--- src/rtl/hazard_stall_unit.sv ---
// Pipeline hazard unit: operand forwarding, load-use stall, branch flush,
// and a freeze FSM that holds the pipe while the CNN accelerator runs.
module hazard_stall_unit #(
  parameter int REG_ADDR_W = 5,
  parameter int TIMEOUT_W  = 8,
  parameter int CNT_W      = 32
) (
  input  logic                  clk,
  input  logic                  rst,
  input  logic [REG_ADDR_W-1:0] Rs1_D,
  input  logic [REG_ADDR_W-1:0] Rs2_D,
  input  logic [REG_ADDR_W-1:0] Rs1_E,
  input  logic [REG_ADDR_W-1:0] Rs2_E,
  input  logic [REG_ADDR_W-1:0] RD_E,
  input  logic                  ResultSrcE,
  input  logic                  RegWriteM,
  input  logic                  RegWriteW,
  input  logic [REG_ADDR_W-1:0] RD_M,
  input  logic [REG_ADDR_W-1:0] RD_W,
  input  logic                  PCSrcE,
  input  logic                  AccStartE,
  input  logic                  AccDone,
  output logic [1:0]            ForwardAE,
  output logic [1:0]            ForwardBE,
  output logic                  StallF,
  output logic                  StallD,
  output logic                  StallE,
  output logic                  FlushD,
  output logic                  FlushE,
  output logic                  FlushM,
  output logic                  AccBusy,
  output logic                  AccTimeout,
  output logic [CNT_W-1:0]      StallCount
);

  typedef enum logic [1:0] {IDLE, WAIT, ERR} state_t;

  state_t                 state, state_nxt;
  logic [TIMEOUT_W-1:0]   wait_cnt;
  logic [TIMEOUT_W-1:0]   cnt_inc;
  logic                   timeout_hit;
  logic                   lw_stall;

  // wait_cnt is 0 on the first WAIT cycle; the limit is hit when the
  // incremented count reaches 2^TIMEOUT_W-2.
  assign cnt_inc     = wait_cnt + TIMEOUT_W'(1);
  assign timeout_hit = (cnt_inc == {{(TIMEOUT_W-1){1'b1}}, 1'b0});

  assign lw_stall = ResultSrcE && (RD_E != '0) && ((RD_E == Rs1_D) || (RD_E == Rs2_D));

  always_comb begin
    state_nxt = state;
    case (state)
      IDLE:    if (AccStartE && !PCSrcE) state_nxt = WAIT;
      WAIT:    if (AccDone) state_nxt = IDLE;
               else if (timeout_hit) state_nxt = ERR;
      ERR:     state_nxt = IDLE;
      default: state_nxt = IDLE;
    endcase
  end

  // Everything is forced low while reset is held, including the
  // combinational paths.
  always_comb begin
    ForwardAE = 2'b00;
    ForwardBE = 2'b00;
    StallF    = 1'b0;
    StallD    = 1'b0;
    StallE    = 1'b0;
    FlushD    = 1'b0;
    FlushE    = 1'b0;
    FlushM    = 1'b0;
    AccBusy   = 1'b0;
    if (rst) begin
      if (RegWriteM && RD_M != '0 && RD_M == Rs1_E)      ForwardAE = 2'b10;
      else if (RegWriteW && RD_W != '0 && RD_W == Rs1_E) ForwardAE = 2'b01;
      if (RegWriteM && RD_M != '0 && RD_M == Rs2_E)      ForwardBE = 2'b10;
      else if (RegWriteW && RD_W != '0 && RD_W == Rs2_E) ForwardBE = 2'b01;
      if (state == WAIT) begin
        // Freeze F/D/E around the accelerator op and bubble into M.
        StallF  = 1'b1;
        StallD  = 1'b1;
        StallE  = 1'b1;
        FlushM  = 1'b1;
        AccBusy = 1'b1;
      end else begin
        StallF = lw_stall;
        StallD = lw_stall;
        FlushD = PCSrcE;
        FlushE = lw_stall | PCSrcE;
      end
    end
  end

  always_ff @(posedge clk or negedge rst) begin
    if (!rst) begin
      state      <= IDLE;
      wait_cnt   <= '0;
      AccTimeout <= 1'b0;
      StallCount <= '0;
    end else begin
      state    <= state_nxt;
      wait_cnt <= (state == WAIT) ? cnt_inc : '0;
      if (state_nxt == ERR) AccTimeout <= 1'b1;
      if (StallF && StallCount != '1) StallCount <= StallCount + CNT_W'(1);
    end
  end

endmodule
--- config.mk ---
export PLATFORM = sky130hd
export DESIGN_NAME = hazard_stall_unit
export DESIGN_NICKNAME = d
export VERILOG_FILES = /design/src/rtl/hazard_stall_unit.sv
export SDC_FILE = /design/constraint.sdc
export NUM_CORES = 1
export LEC_CHECK = 0
export CAP_MARGIN = 30
export CORE_AREA = 2 2 83 85
export DETAILED_ROUTE_END_ITERATION = 6
export DIE_AREA = 0 0 85 87
export PLACE_DENSITY = 0.76
export SETUP_SLACK_MARGIN = 0.5
export SLEW_MARGIN = 20
export SYNTH_ARGS = -nofsm -noshare
export SYNTH_HDL_FRONTEND = slang
export SYNTH_SLANG_ARGS = --single-unit
export TNS_END_PERCENT = 1
--- constraint.sdc ---
create_clock -name clk -period 2.64 [get_ports clk]
set_input_delay 0.792 -clock clk [delete_from_list [all_inputs] [get_ports clk]]
set_output_delay 0.792 -clock clk [all_outputs]
set_load 0.005 [all_outputs]
==> impl_summary.log <==
[metrics] largest area contributor in the netlist: sky130_fd_sc_hd__dfrtp_1
[metrics] crit path max fanout: 2
[metrics] Antenna Violating Nets Remaining: 0
[metrics] commonest register cell after synthesis: sky130_fd_sc_hd__dfrtp_1
[metrics] width of the chip: between 80 and 90 microns
[metrics] delay of the slowest critical-path stage: 480 ps
[metrics] critical path required time: 1850 ps
[metrics] multiplexer share of the synthesized area: less than 1%
[metrics] Finished Core Util: approximately three fifths
[metrics] maximum VDD drop: between 0.3 and 0.4 mV
[metrics] combinational family with the most area after synthesis: simple AND/OR/NAND/NOR gates
[metrics] instance count of the mapped netlist: approximately 260
[metrics] Final Routed Wirelength: about 6.5 mm
[metrics] Detailed Place HPWL: 4.799 mm
[metrics] insertion delay of the later-clocked pin in the worst-skew pair: 290 ps
[metrics] compound-gate portion of the synthesized area: under 10%
[metrics] largest cells by area after synthesis: sky130_fd_sc_hd__dfrtp_1 40%, sky130_fd_sc_hd__xnor2_1 14%, sky130_fd_sc_hd__xor2_1 7.9%
[metrics] Worst Skew: 5.340 ps
[metrics] Die Y: slightly below 90 microns
[metrics] placeable core region: around 6600 sq um
[metrics] clock slew at the register clock pins of the worst setup and hold paths: about 80 ps
[metrics] number of global-route vias before repair: 2324
[metrics] Min-Delay Path Class: input port to asynchronous set/reset pin
[metrics] proportion of synthesized flip-flops having asynchronous set or reset: between 90% and 100%
[metrics] Seq cells post-synth: between 40 and 50
[metrics] GPL Wtd Cong: ~0.97
[metrics] Hold Worst Slack: roughly 370 ps
[metrics] area delta synth->final: 48.06%
[metrics] Max-slew headroom: between 60% and 70%
[metrics] synthesized area per cell: 10.45 sq um
[metrics] crit path DAT: 2130 ps
[metrics] DRT iter0 DRCs: 107
[metrics] Worst Path Class, Setup: input port to output pin
[metrics] static leakage: between 1.5 and 2 nW
[metrics] cell count after placement: ~440
[metrics] number of DRC violations after detailed routing: 0
[metrics] dpl ws: -1102 ps
[metrics] buffers added on ports: 86
[metrics] Mapped Area: roughly 2700 sq um
[metrics] XOR/XNOR share of the synthesized area: a little over a fifth
[metrics] TritonCTS clock tree: done
[metrics] average routed wire per standard cell: around 15 microns
[metrics] post-route cell area: just under 4000 sq um
[metrics] area fraction in and, or, nand and nor cells after synthesis: around 29%
[metrics] floorplan die area: around 7400 sq um
[metrics] via count normalized by instance count: around 5.1
[metrics] Placement Rows: 30
[metrics] residual overflow from global routing: 0
[metrics] slowest cell on the critical path: sky130_fd_sc_hd__or4_1
[metrics] number of max-slew violations in the final report: 0
[metrics] total nets after synthesis: roughly 300
[metrics] most common cell in the synthesized netlist: sky130_fd_sc_hd__dfrtp_1
[metrics] CTS Sinks: 43
[metrics] count of endpoints failing setup in the final report: 7
[metrics] run status: finished with violations
[metrics] commonest cells in the netlist: 43 x sky130_fd_sc_hd__dfrtp_1, 42 x sky130_fd_sc_hd__xnor2_1, 24 x sky130_fd_sc_hd__xor2_1, 15 x sky130_fd_sc_hd__nand3_1, 15 x sky130_fd_sc_hd__nand4_1
[metrics] adder and majority cell fraction of the synthesized area: 1.403%
[metrics] path depth of the worst reg2reg path: 7
[metrics] count of flip-flops with a built-in enable after synthesis: 0
[metrics] count of unique library cells instantiated by Yosys: 44
[metrics] antenna violations before repair: 0
[metrics] worst slew pin tran: approximately 520 ps
[metrics] final worst-path setup slack: -277.5 ps
[metrics] setup repair after global routing missed its margin: yes
[metrics] post-route minimum period: between 2000 and 3000 ps
[metrics] Period Utilization, post-route: 110.5%
[metrics] cell at the root of the clock tree: sky130_fd_sc_hd__clkbuf_8
[metrics] depth of the CTS H-tree: 2
[metrics] sequential area share after synthesis: about 40%
[metrics] overall fraction of global-route tracks in use: between 10% and 20%
[metrics] final std cells w/o fill: roughly 450
[metrics] upper clock frequency limit: 342.8 MHz
[metrics] cell-by-cell listing of the critical path: dlygate4sd2_1 -> or4_1 -> o211ai_1 -> buf_4 -> nor3_1 -> buf_2
[metrics] post-place instance area: between 3000 and 4000 sq um
[metrics] effective utilization at floorplan: 40.74%
[metrics] I/O pin cnt: 87
[metrics] maximum buffer depth of the clock tree: 2
[metrics] CTS Hold Buffers Added: 0
[metrics] first-pass iteration count of the detailed router: 4
[metrics] share of the synthesized area in the top cell type: 40.21%
[metrics] clock buffers created by TritonCTS: 5
[metrics] via count: 2305
[metrics] Warnings, synthesis: 0
[metrics] global-route wire length before repair: 10.78 mm
[metrics] total power density per cell area: 396.0 nW/um^2
[metrics] violations in the final reports: negative setup slack
[metrics] net count reported at finish: just over 400
[metrics] number of hold-slack violations in the final timing report: 0
[metrics] diodes inserted: 0
[metrics] largest net degree at the start of global routing: 42
[metrics] max-cap violation count: 0
[metrics] capturing element type of the critical path: output pin
[metrics] kind of start point of the critical path: input port
[metrics] fraction of final layout cells sized beyond drive strength 1: 30.43%
[layout by cell type (no fill, tap or decap), types with 2 or more instances in the layout]
master and count:
sky130_fd_sc_hd__nor3_2 5, sky130_fd_sc_hd__or3_1 2, sky130_fd_sc_hd__nor3_4 2, sky130_fd_sc_hd__xor2_1 24
sky130_fd_sc_hd__buf_4 20, sky130_fd_sc_hd__buf_6 13, sky130_fd_sc_hd__clkbuf_2 4, sky130_fd_sc_hd__dfrtp_1 42
sky130_fd_sc_hd__or3b_2 2, sky130_fd_sc_hd__and2_1 3, sky130_fd_sc_hd__or4_4 2, sky130_fd_sc_hd__and3_2 5
sky130_fd_sc_hd__nor4_1 2, sky130_fd_sc_hd__nand3_1 11, sky130_fd_sc_hd__inv_1 5, sky130_fd_sc_hd__a21oi_1 3
sky130_fd_sc_hd__and4_2 2, sky130_fd_sc_hd__ha_1 3, sky130_fd_sc_hd__nand2_1 9, sky130_fd_sc_hd__nand3_4 4
sky130_fd_sc_hd__xnor2_1 41, sky130_fd_sc_hd__and3_1 7, sky130_fd_sc_hd__dlygate4sd2_1 20, sky130_fd_sc_hd__and4_4 2
sky130_fd_sc_hd__buf_8 2, sky130_fd_sc_hd__nor2_1 12, sky130_fd_sc_hd__or4_1 2, sky130_fd_sc_hd__clkdlybuf4s50_1 39
sky130_fd_sc_hd__nor3_1 2, sky130_fd_sc_hd__clkbuf_8 6, sky130_fd_sc_hd__o21ai_0 2, sky130_fd_sc_hd__nand4_1 15
sky130_fd_sc_hd__clkdlybuf4s15_1 7, sky130_fd_sc_hd__buf_2 8, sky130_fd_sc_hd__nand3_2 13
[worst paths after layout]
| check | startpoint | to | slack (ps) |
|---|---|---|---|
| setup / recovery | RD_W[1] | ForwardBE[0] | -280 |
| hold / removal | rst | AccTimeout | 370 |
| setup reg to reg | StallCount[0] | StallCount[20] | 600 |
| hold reg to reg | state[1] | state[0] | 430 |
| max in group asynchronous | rst | StallCount[15] | 1560 |
| min in group clk | state[1] | state[0] | 430 |
[metrics by stage]
step                      total power [W]  TNS, ps
after global placement           0.001135    -9778
after global routing             0.001657    -1809
after CTS                        0.001577    -1474
final                            0.001569    -1443
after floorplan                 0.0009150   -158.3
after detailed placement         0.001140   -10820
[final cells by class]
| class | count | area, sq um |
|---|---|---|
| sequential | 43 | 1077 |
| inverter | 6 | 25.02 |
| multi-input combinational | 198 | 1630 |
| timing repair buffer | 114 | 1042 |
| clock buffer | 6 | 82.58 |
| tap | 80 | 100.1 |
| clock inverter | 1 | 5.005 |
| fill | 548 | 2606 |
[metal layers]
layer / GRT usage [%] / wire length (microns)
met1: 22.70 / 2756
met2: 32.10 / 3275
met3: 3.412 / 357
met4: 5.483 / 124
met5: 0 / 0
[power breakdown]
part / internal (W) / switching, W
clock network: 0.000205 / 0.000212
logic: 0.000230 / 0.000172
registers: 0.000698 / 0.0000515
total: 0.00113 / 0.000435
[state kept, by name, indices dropped and copies added (netlist names)]
| signal | cells |
|---|---|
| wait_cnt | 8 |
| StallCount | 32 |
| state | 2 |
| AccTimeout | 1 |
[worst max-delay path: cells and delay by family]
kind	cells	cell delay, ps
AOI/OAI and AO/OA	1	250
buffers and inverters	3	550
and+or+nand+nor	2	530
[cells by family (layout without fill, tap and decap cells)]
| kind of cell | after synthesis | after routing |
|---|---|---|
| AOI/OAI and AO/OA | 12 | 12 |
| xor gates and xnor gates | 66 | 66 |
| adders and majority gates | 3 | 3 |
| buffers and inverters | 15 | 127 |
| DFF | 43 | 43 |
| muxes | 1 | 1 |
| and+or+nand+nor | 116 | 116 |
[repair_timing]
action / CTS / global route
pin swaps: 42 / 23
buffers inserted: 6 / 0
setup endpoints to repair: 43 / 44
resized for setup: 140 / 19
gates cloned: 0 / 0
Power figures use the tool's default switching activity.
